**src/rtl/riscv_test_monitor.sv**
```systemverilog
// Passive riscv-tests completion monitor: watches the data-memory store bus and the
// write-back instruction, counts RUN cycles and latches a pass/fail/halt/timeout verdict.
module riscv_test_monitor #(
  parameter logic [31:0] TOHOST_ADDR = 32'h0000_F000,
  parameter logic [31:0] MAX_CYCLES  = 32'd10000,
  parameter logic [31:0] HALT_INSTR  = 32'hdead10cc
) (
  input  logic        clock,
  input  logic        reset,
  input  logic        start,
  input  logic [31:0] dmem_addr,
  input  logic [31:0] dmem_datain,
  input  logic        dmem_we,
  input  logic [2:0]  dmem_op,
  input  logic [31:0] instr_w,
  output logic [2:0]  state,
  output logic        done,
  output logic        pass,
  output logic [31:0] cycle_count,
  output logic [30:0] fail_testnum,
  output logic [15:0] dbgdata
);

  typedef enum logic [2:0] {
    ST_IDLE    = 3'd0,
    ST_RUN     = 3'd1,
    ST_PASS    = 3'd2,
    ST_FAIL    = 3'd3,
    ST_UNKNOWN = 3'd4,
    ST_TIMEOUT = 3'd5
  } state_t;

  localparam logic [2:0] OP_WORD = 3'b010;

  state_t      state_reg, state_next;
  logic [31:0] count_reg, count_next;
  logic [30:0] testnum_reg, testnum_next;
  logic        tohost_store;
  logic        terminal;

  // Only a word store with the LSB set carries a verdict; even values are progress writes.
  assign tohost_store = dmem_we && (dmem_addr == TOHOST_ADDR) && (dmem_op == OP_WORD)
                        && dmem_datain[0];

  always_comb begin
    state_next   = state_reg;
    count_next   = count_reg;
    testnum_next = testnum_reg;
    case (state_reg)
      ST_IDLE: begin
        if (start) begin
          state_next   = ST_RUN;
          count_next   = '0;
          testnum_next = '0;
        end
      end
      ST_RUN: begin
        // The terminating cycle is counted too, so every branch increments.
        count_next = count_reg + 32'd1;
        if (tohost_store) begin
          if (dmem_datain == 32'd1) begin
            state_next = ST_PASS;
          end else begin
            state_next   = ST_FAIL;
            testnum_next = dmem_datain[31:1];
          end
        end else if (instr_w == HALT_INSTR) begin
          state_next = ST_UNKNOWN;
        end else if (count_reg == MAX_CYCLES - 32'd1) begin
          state_next = ST_TIMEOUT;
        end
      end
      ST_PASS, ST_FAIL, ST_UNKNOWN, ST_TIMEOUT: begin
        if (start) begin
          state_next   = ST_RUN;
          count_next   = '0;
          testnum_next = '0;
        end
      end
      default: begin
        state_next   = ST_IDLE;
        count_next   = '0;
        testnum_next = '0;
      end
    endcase
  end

  always_ff @(posedge clock) begin
    if (reset) begin
      state_reg   <= ST_IDLE;
      count_reg   <= '0;
      testnum_reg <= '0;
    end else begin
      state_reg   <= state_next;
      count_reg   <= count_next;
      testnum_reg <= testnum_next;
    end
  end

  assign terminal     = (state_reg == ST_PASS) || (state_reg == ST_FAIL) ||
                        (state_reg == ST_UNKNOWN) || (state_reg == ST_TIMEOUT);
  assign state        = state_reg;
  assign done         = terminal;
  assign pass         = (state_reg == ST_PASS);
  assign cycle_count  = count_reg;
  assign fail_testnum = testnum_reg;
  assign dbgdata      = {state_reg, terminal, (state_reg == ST_PASS), 2'b00, count_reg[8:0]};

endmodule

```
**config.mk**
```make
export PLATFORM = sky130hd
export DESIGN_NAME = riscv_test_monitor
export DESIGN_NICKNAME = d
export VERILOG_FILES = /design/src/rtl/riscv_test_monitor.sv
export SDC_FILE = /design/constraint.sdc
export NUM_CORES = 1
export LEC_CHECK = 0
export CELL_PAD_IN_SITES_DETAIL_PLACEMENT = 1
export CELL_PAD_IN_SITES_GLOBAL_PLACEMENT = 1
export CORE_MARGIN = 5
export CORE_UTILIZATION = 27
export CTS_CLUSTER_DIAMETER = 120
export DETAILED_ROUTE_END_ITERATION = 6
export PLACE_DENSITY_LB_ADDON = 0.2
export SYNTH_ARGS = -nofsm -noshare
export SYNTH_HDL_FRONTEND = slang
export SYNTH_SLANG_ARGS = --single-unit
```
**constraint.sdc**
```tcl
create_clock -name clock -period 2.59 [get_ports clock]
set_input_delay 0.518 -clock clock [delete_from_list [all_inputs] [get_ports clock]]
set_output_delay 0.518 -clock clock [all_outputs]
set_load 0.005 [all_outputs]
```
### After elaboration in Yosys (flattened, before gate mapping)

Index checks and enable logic that the tools add are counted.

| storage, ports and cells | value |
|---|---|
| bits in registers | 66 |
| input port bits | 103 |
| output and inout port bits | 84 |
| word-level logic and storage cells | 40 |

| operators by class | value |
|---|---|
| $add $sub $neg | 1 |
| equal/unequal tests | 14 |
| muxes and demuxes | 12 |
| reduce and logical (&&, ||, !) cells | 10 |

Operators by type and width:

| cell | count |
|---|---|
| $mux 31 | 3 |
| $pmux 32 s2 | 1 |
| $pmux 31 s2 | 1 |
| $add 32x1->32 const B | 1 |
| $eq 32x1->1 const B | 1 |
| $eq 32x14->1 const B | 1 |
| $eq 32x16->1 const B | 1 |
| $eq 32x32->1 const B | 1 |
| $mux 32 | 1 |
| $mux 3 | 4 |
| $eq 3x2->1 const B | 3 |
| $eq 3x3->1 const B | 2 |
| $pmux 3 s2 | 1 |
| $reduce_or 5->1 | 1 |
| $ne 2x2->1 const B | 2 |
| $ne 4x4->1 const B | 1 |
| $eq 3x1->1 const B | 1 |
| $logic_and 1x1->1 | 3 |
| $logic_not 3->1 | 1 |
| $logic_or 1x1->1 | 3 |
| $reduce_and 3->1 | 1 |
| $ne 2x1->1 const B | 1 |
| $reduce_and 2->1 | 1 |
| $mux 1 | 1 |

### Longest topological paths before layout

Gate-level depths: netlist (run 1).

| logic depth | value |
|---|---|
| word-level depth | 6 |
| gate-level depth with buffers | 7 |
| depth with buffers taken out | 6 |

### Least setup slack after synthesis (run 1)

Ideal clock, no wire load.

| path | value |
|---|---|
| path kind | input-to-reg |
| from | in dmem_addr[22] |
| to | reg testnum_reg[0], in the netlist fail_testnum[0] |
| data arrival time | 1.884 ns |
| data required time | 2.531 ns |
| path slack | 0.647 ns |
| stages on the path | 6 |
| buffers on the path | 1 |
| cells stage by stage | nor4_1 -> nand4_1 -> nor3_1 -> nor4b_2 -> buf_4 -> a22o_1 |

| between the ends | value |
|---|---|
| cells in the longest elaborated chain, start to end | 6 |

Ends and longest elaborated chain:

| element | line | RTL |
|---|---|---|
| start: declaration | 11 | `input logic [31:0] dmem_addr,` |
| $eq 32x16->1 | 42 | `assign tohost_store = dmem_we && (dmem_addr == TOHOST_ADDR) && (dmem_op == OP_WORD)` |
| $logic_and 1x1->1 (2 in series) | 42 |  |
| $logic_and 1x1->1 | 43 | `&& dmem_datain[0];` |
| $ne 2x2->1 (no line) | -- |  |
| $reduce_and 3->1 (no line) | -- |  |
| end signal: assignment | 96 | `testnum_reg <= testnum_next;` |
| end: declaration | 37 | `logic [30:0] testnum_reg, testnum_next;` |

Every way passes these cells.
A chain may end at the register's enable or synchronous reset.

### Worst setup path in the final report (run 1)

| path | value |
|---|---|
| from | reg state_reg[1], in the netlist state[1] |
| to | out pass |

| between the ends | value |
|---|---|
| cells in the longest elaborated chain, start to end | 1 |

Ends and longest elaborated chain:

| element | line | RTL |
|---|---|---|
| start: declaration | 35 | `state_t state_reg, state_next;` |
| start signal: assignment | 94 | `state_reg <= state_next;` |
| $eq 3x2->1 | 104 | `assign pass = (state_reg == ST_PASS);` |
| end: declaration | 18 | `output logic pass,` |

Every way passes these cells.

==> metrics, run 1 <==
Reg2Reg Capture Point=cycle_count[31]; CP endpoint=pass; CTS H-tree lvls=3; Reg power frac=0.399; number of synthesized flops with an enable pin=0; die width=~120 µm; Ports=about 190; clock sinks=between 60 and 70; die extent in y=around 120 µm; number of synthesis warnings=0; worst r2r src=state[2]; Worst-path clk slew=~0.06 ns; post-route cell area=0.00543 mm²; overall global routing resource usage=0.163; Area growth, synth to finish=70.6%; Post-Synthesis Cells=roughly 330; final WL=11.8 mm; final hold viol count=0; CP startpoint=state[1]; RSZ-0062 raised after global routing=no; sw frac=0.209; TritonCTS buffer count=9; placed cell area=between 0.005 and 0.006 mm²; post-synthesis cell type count=51; Critical Path Fanout Max=10; commonest non-fill, non-tap cells in the layout=184 x clkdlybuf4s50_1, 66 x dfxtp_1, 35 x nor2_1; crit path capture type=output port; highest clock rate=0.439 GHz; critical setup path kind=reg2out; Max Cap Viol=0; internal power=between 2 and 2.5 mW; DR iter-0 viols=between 100 and 150; Req. time, crit path=between 2 and 2.5 ns; Clock power frac=0.503; syn_area_per_cell=between 9 and 10 µm²; Clock Latency Late Sink=0.32 ns; core box area=roughly 0.011 mm²; Setup TNS=0 ns; Slew Limit Fails=0; root buffer cell=clkbuf_16; dominant synthesized flop cell=dfxtp_1; Final Cycle Share=0.879; GPL Wtd Cong=0.795; FF-to-FF path depth=5; xor/xnor share of the synthesized area=0.0743; total power=2.56 mW; # DRC=0; Port-buffer cells=between 150 and 200; r2r setup slk=between 0.5 and 0.6 ns; CTS Buffer Depth=2; Startpoint Class=flip-flop; drt pass-1 iters=4; Initial Util=0.278; worst vdd rail ir drop=roughly 0.00033 V; Worst EP arrival=around 1.8 ns; sequential cell area fraction in the yosys report=0.415; pwr/cell area=between 400 and 500 mW/mm²; largest net degree at the start of global routing=32; area of the die=roughly 0.014 mm²; CTS tree=done; layout cell share with drive strength beyond 1=0.0824; Sw Pwr=about 0.54 mW; largest family of logic cells by synthesized area=simple AND/OR/NAND/NOR gates; CTS Hold Bufs=0; vias in the first global route=approximately 3500; antenna violations before repair=0; postcts setup bufs=0; Post-Synth Adder-Cell Area=0.00393; Post-DP HPWL=~9.2 mm; Via density=~5; Ant. Diodes=0; Synth Cell Area=roughly 0.0032 mm²; simple-gate portion of the synthesized area=0.295; Clock Skew=a little over 0.008 ns; Synth Register Bits=66; DR vias=roughly 3300; Hold Crit Class=reg2reg; combinational share of power=0.098; final core occ=0.474; final antenna-violating net count=0; final net count=around 600; most common cell after layout, fill and taps aside=clkdlybuf4s50_1; Largest register FFs=32; min Tclk post-route=2.28 ns; status=finished, final reports clean; first-pass GRT wire length=around 19 mm; total gr overflow=0; wire length per cell=18.1 µm; setup-violating endpoint count in the final report=0; Rows=39; Leak=1.83 nW; post-CTS sizing=0; async set-reset flop share out of synthesis=0; Synth Area in Compound Gates=0.138; post-synthesis mux area share=0
-- area by class of cell --
| class | count | area (µm²) |
|---|---|---|
| Tap cell | 143 | 179 |
| Multi-Input combinational cell | 231 | 1650 |
| Clock buffer | 9 | 225 |
| Clock inverter | 7 | 93.8 |
| Fill cell | 1309 | 6040 |
| Sequential cell | 66 | 1320 |
| Inverter | 4 | 15.0 |
| Timing Repair Buffer | 193 | 1950 |
-- Yosys cell counts (5+ instances only) --
master	n	area, µm²
buf_4	19	143
or4_1	5	37.5
a22o_1	31	272
nor4_1	20	125
xor2_1	8	70.1
xnor2_1	19	166
nor4b_1	6	52.6
nand2_1	12	45.0
and3_1	6	37.5
nand3_1	9	45.0
nor4_2	6	75.1
a21oi_1	7	35.0
nand4_1	13	81.3
buf_2	5	25.0
dfxtp_1	66	1320
clkbuf_1	6	22.5
nor3_1	5	25.0
nor2_1	35	131
-- logic make-up (layout without fill, tap and decap cells) --
kind of cell | Yosys count | after routing
compound gates | 54 | 54
other cells | 1 | 2
xor+xnor | 27 | 27
fa+ha+maj | 1 | 1
simple gates | 147 | 147
buf+inv | 37 | 213
flops | 66 | 66
-- per-stage QoR --
step	instances	hold slack (ns)	worst slack [ns]
floorplan	334	0.474	0.647
global placement	637	0.462	0.00182
detailed placement	637	0.468	0.0144
CTS	653	0.485	0.268
global route	653	0.495	0.128
finish	653	0.479	0.313
-- worst min path at each step --
stage	start	to	slack [ns]	depth (start not counted)
final	fail_testnum[29]	fail_testnum[29]	0.48	1
after global routing	fail_testnum[27]	fail_testnum[27]	0.50	1
after CTS	fail_testnum[30]	fail_testnum[30]	0.49	1
after detailed placement	fail_testnum[27]	fail_testnum[27]	0.47	1
after global placement	fail_testnum[24]	fail_testnum[24]	0.46	1
after floorplan	fail_testnum[0]	fail_testnum[0]	0.47	1
-- layer usage --
layer  track usage  part of all wire
met5             0                 0
met4        0.0432             0.013
met1         0.206              0.44
met2         0.267              0.47
met3        0.0554             0.078
-- power groups by stage --
stage                     registers [mW]  clock network, mW  logic [mW]
final                               1.02               1.29       0.250
after floorplan                     1.04                  0      0.0577
after global placement              1.04                  0       0.248
after detailed placement            1.04                  0       0.251
after CTS                           1.02               1.33       0.252
after global routing                1.02               1.38       0.267
-- worst max-delay path: stages, from the launching register on --
cell,delay [ns]
dfxtp_1,0.57
nor3b_1,0.30
clkdlybuf4s50_1,0.57
No activity file was read; power rests on OpenSTA's default activity.
==> run 2: changes to the inputs <==
- SETUP_SLACK_MARGIN: not set -> 0.3
==> metrics, run 2 (same netlist as run 1, synthesis figures left out) <==
status=finished, final reports clean (unchanged); Req. time, crit path=2.80 ns (was 2.07 ns); DP Worst Slack=0.0144 ns (unchanged); min Tclk post-route=2.18 ns (was 2.28 ns); setup-violating endpoint count in the final report=0 (unchanged); Hold Crit Class=reg2reg (unchanged); CTS H-tree lvls=3 (unchanged); worst setup margin=0.406 ns (was 0.313 ns); Setup TNS=0 ns (unchanged); overall global routing resource usage=0.163 (unchanged); Final Cycle Share=0.843 (was 0.879); DR vias=3330 (was 3321); fill count=1306 (was 1309); Worst EP arrival=2.40 ns (was 1.76 ns); Slew Limit Fails=0 (unchanged); met2 Use GR=0.267 (unchanged); final net count=609 (unchanged); RSZ-0062 raised after global routing=no (unchanged); antenna violations before repair=0 (unchanged); postcts setup bufs=0 (unchanged); most common cell after layout, fill and taps aside=clkdlybuf4s50_1 (unchanged); GR Layer Usage met3=0.0554 (unchanged); GPL Wtd Cong=0.795 (unchanged); largest net degree at the start of global routing=32 (unchanged); CTS Buffer Depth=2 (unchanged); Worst path max stage delay=0.43 ns (was 0.57 ns); Ports=187 (unchanged); placed cell area=0.00511 mm² (unchanged); CP Cell Sequence=clkdlybuf4s50_1 -> nor4_2 -> nand4_1 -> o31ai_2 -> buf_4 -> a31oi_2 -> buf_12 -> a22o_1 (was nor3b_1 -> clkdlybuf4s50_1); clock sinks=66 (unchanged); CTS Hold Bufs=0 (unchanged); root buffer cell=clkbuf_16 (unchanged); worst vdd rail ir drop=0.000326 V (was 0.000325 V); Via density=5.10 (was 5.09); commonest non-fill, non-tap cells in the layout=184 x clkdlybuf4s50_1, 65 x dfxtp_1, 33 x nor2_1 (was 184 x clkdlybuf4s50_1, 66 x dfxtp_1, 35 x nor2_1); Critical Path Fanout Max=31 (was 10); # DRC=0 (unchanged); highest clock rate=0.458 GHz (was 0.439 GHz); total gr overflow=0 (unchanged); core box area=0.0115 mm² (unchanged); wire length per cell=18.3 µm (was 18.1 µm); slowest cell on the critical path=clkdlybuf4s50_1 (was dfxtp_1); Rows=39 (unchanged); Area growth, synth to finish=72.3% (was 70.6%); Largest register FFs=32 (unchanged); Startpoint Class=primary input (was flip-flop); CTS tree=done (unchanged); DR iter-0 viols=101 (was 117); final core occ=0.478 (was 0.474); layout cell share with drive strength beyond 1=0.104 (was 0.0824); Ant. Diodes=0 (unchanged); met1 GRT Util=0.206 (unchanged); first-pass GRT wire length=19.2 mm (unchanged); Initial Util=0.278 (unchanged); post-route cell area=0.00549 mm² (was 0.00543 mm²); Clock Latency Late Sink=0.32 ns (about the same); final hold viol count=0 (unchanged); pwr/cell area=469 mW/mm² (was 472 mW/mm²); drt pass-1 iters=4 (unchanged); Clock Skew=0.00798 ns (was 0.00805 ns); crit path capture type=flip-flop (was output port); area of the die=0.0141 mm² (unchanged); Post-DP HPWL=9.19 mm (unchanged); Leak=1.84 nW (was 1.83 nW); Worst-path clk slew=0.06 ns (about the same); vias in the first global route=3540 (unchanged); critical setup path kind=in2reg (was reg2out); die extent in y=119 µm (unchanged); final antenna-violating net count=0 (unchanged); Max Cap Viol=0 (unchanged); die width=119 µm (unchanged); final WL=11.9 mm (was 11.8 mm); TritonCTS buffer count=9 (unchanged); busiest grt layer=met2 (unchanged); Port-buffer cells=184 (unchanged)
[run 2: cell counts in the layout (fill, tap and decap cells not counted)]
No cell type changed its count.
[run 2: metrics by stage]
step	hold WS, ns	std cells	total power [mW]
global route	0.495	653	2.68
finish	0.479	653	2.57
global placement	0.462	637	1.29
floorplan	0.474	334	1.10
CTS	0.485	653	2.60
detailed placement	0.468	637	1.30
[run 2: final cells by class]
| type | instances | area, µm² | area share |
|---|---|---|---|
| clock buffer | 9 | 225 | 0.0411 |
| timing repair buffer | 193 | 1950 | 0.355 |
| multi-input combinational | 231 | 1700 | 0.310 |
| sequential | 66 | 1320 | 0.241 |
| clock inverter | 7 | 93.8 | 0.0171 |
| inverter | 4 | 15.0 | 0.00274 |
| tap | 143 | 179 | 0.0326 |
[run 2: metal layers]
layer  part of all wire  vias to the layer above
met4              0.012                        0
li1                   -                     1583
met2               0.47                      132
met5                  0                        -
met3              0.075                       14
met1               0.45                     1601
[run 2: worst paths after layout]
path / from / to / slack (ns) / cells after the start
max reg2reg: state[2] / cycle_count[31] / 0.56 / 5
max: dmem_addr[22] / fail_testnum[2] / 0.41 / 8
min: fail_testnum[29] / fail_testnum[29] / 0.48 / 1
min reg2reg: fail_testnum[29] / fail_testnum[29] / 0.48 / 1
[run 2: timing repair]
action,CTS,global route
pin swaps,0,0
endpoints found under the setup margin,2,32
gates resized for setup,1,10
[run 2: report_power, final]
part           internal (mW)  switching [mW]
Combinational          0.171          0.0852
Clock                  0.840           0.452
Sequential              1.02         0.00451
Total                   2.03           0.542
[run 2: worst max-delay path: cells and delay by family]
family	cells	cell delay [ns]
buffers and inverters	3	0.78
AOI/OAI and AO/OA	3	0.60
and+or+nand+nor	2	0.50
==> run 3: changes to the inputs <==
- CORE_UTILIZATION: 27 -> 24
- clock period: 2.59 -> 1.95 ns (I/O delays scaled with it)
==> metrics, run 3 (same netlist as run 1, synthesis figures left out) <==
total gr overflow=0 (unchanged); drt pass-1 iters=4 (unchanged); DP Worst Slack=-0.522 ns (was 0.0144 ns); Hold Crit Class=in2reg (was reg2reg); slowest cell on the critical path=o31ai_1 (was clkdlybuf4s50_1); CP delay by family, top=buffers and inverters (unchanged); Worst EP arrival=2.13 ns (was 2.40 ns); Ports=187 (unchanged); crit path capture type=flip-flop (unchanged); Startpoint Class=primary input (unchanged); Area growth, synth to finish=110% (was 72.3%); setup-violating endpoint count in the final report=0 (unchanged); worst vdd rail ir drop=0.000294 V (was 0.000326 V); Post-DP HPWL=9.83 mm (was 9.19 mm); met1 GRT Util=0.214 (was 0.206); Final Cycle Share=0.985; overall global routing resource usage=0.170 (was 0.163); Worst path max stage delay=0.29 ns (was 0.43 ns); Req. time, crit path=2.16 ns (was 2.80 ns); CTS H-tree lvls=3 (unchanged); layout cell share with drive strength beyond 1=0.403 (was 0.104); commonest non-fill, non-tap cells in the layout=60 x clkdlybuf4s50_1, 60 x buf_4, 42 x dlygate4sd2_1 (was 184 x clkdlybuf4s50_1, 65 x dfxtp_1, 33 x nor2_1); CP Cell Sequence=clkdlybuf4s15_2 -> nor4_4 -> nand3b_1 -> o31ai_1 -> buf_4 -> a31oi_4 -> buf_12 -> buf_16 -> a22o_1 (was clkdlybuf4s50_1 -> nor4_2 -> nand4_1 -> o31ai_2 -> buf_4 -> a31oi_2 -> buf_12 -> a22o_1); final net count=687 (was 609); pwr/cell area=523 mW/mm² (was 469 mW/mm²); core box area=0.0131 mm² (was 0.0115 mm²); wire length per cell=19.1 µm (was 18.3 µm); # DRC=0 (unchanged); Ant. Diodes=0 (unchanged); CTS Buffer Depth=2 (unchanged); final hold viol count=0 (unchanged); FF-to-FF path depth=6 (was 5); CTS tree=done (unchanged); largest net degree at the start of global routing=31 (was 32); Clock Skew=0.00729 ns (was 0.00798 ns); root buffer cell=clkbuf_16 (unchanged); Slew Limit Fails=0 (unchanged); area of the die=0.0157 mm² (was 0.0141 mm²); WP buf/inv=4 (was 3); final antenna-violating net count=0 (unchanged); Clock Latency Late Sink=0.32 ns (about the same); first-pass GRT wire length=21.5 mm (was 19.2 mm); met2 Use GR=0.293 (was 0.267); die width=125 µm (was 119 µm); Setup TNS=0 ns (unchanged); Port-buffer cells=184 (unchanged); Stages on worst setup path=9 (was 8); Worst-path clk slew=0.06 ns (about the same); busiest grt layer=met2 (unchanged); die extent in y=125 µm (was 119 µm); DR vias=3698 (was 3330); Rows=42 (was 39); GR Layer Usage met3=0.0371 (was 0.0554); Critical Path Fanout Max=15 (was 31); highest clock rate=~0.52 GHz; DR iter-0 viols=110 (was 101); antenna violations before repair=0 (unchanged); Max Cap Viol=0 (unchanged); Initial Util=0.242 (was 0.278); Hold Crit Depth=2 (was 1); worst setup margin=0.0284 ns (was 0.406 ns); GPL Wtd Cong=0.892 (was 0.795); vias in the first global route=3889 (was 3540); final WL=14.6 mm (was 11.9 mm); min Tclk post-route=1.92 ns; status=finished, final reports clean (unchanged); Via density=4.84 (was 5.10); critical setup path kind=in2reg (unchanged); Largest register FFs=32 (unchanged); Leak=3.09 nW (was 1.84 nW); RSZ-0062 raised after global routing=yes (was no); TritonCTS buffer count=9 (unchanged); clock sinks=66 (unchanged)
-- run 3: per-stage QoR --
stage                     area [µm²]  cells   util  power (mW)  hold slack [ns]
after global placement          5530    713  0.421        1.77            0.462
final                           6680    764  0.508        3.49            0.305
after global routing            6680    764  0.508        3.63            0.292
after CTS                       6130    740  0.467        3.52            0.287
after detailed placement        5530    713  0.421        1.77            0.467
after floorplan                 3240    334      -        1.46            0.474
-- run 3: worst paths after layout --
path / start / endpoint / slack [ns]
max: dmem_addr[9] / fail_testnum[28] / 0.03
min: dmem_datain[3] / fail_testnum[2] / 0.30
max reg2reg: state[1] / cycle_count[29] / 0.09
min reg2reg: fail_testnum[11] / fail_testnum[11] / 0.48
-- run 3: timing repair --
item	4_1_cts	5_1_grt
buffers inserted	7	23
pin swaps	35	57
resized for setup	238	124
setup endpoints to repair	100	88
hold buffers	0	0
gates cloned	4	1
-- run 3: metal layers --
layer,vias to the layer above,share of wire
met2,134,0.50
met4,0,0.019
li1,1740,-
met1,1806,0.44
met5,-,0
met3,18,0.044
-- run 3: power by group --
group | internal [mW] | total (mW) | switching [mW]
sequential | 1.34 | 1.34 | 0.00357
combinational | 0.255 | 0.421 | 0.166
clock | 1.12 | 1.73 | 0.614
-- run 3: layout make-up --
class                           count  area [µm²]
Timing Repair Buffer              271        2630
Sequential cell                    66        1390
Clock inverter                      7        93.8
Inverter                            4        15.0
Fill cell                        1449        6460
Clock buffer                        9         225
Tap cell                          176         220
Multi-Input combinational cell    231        2110
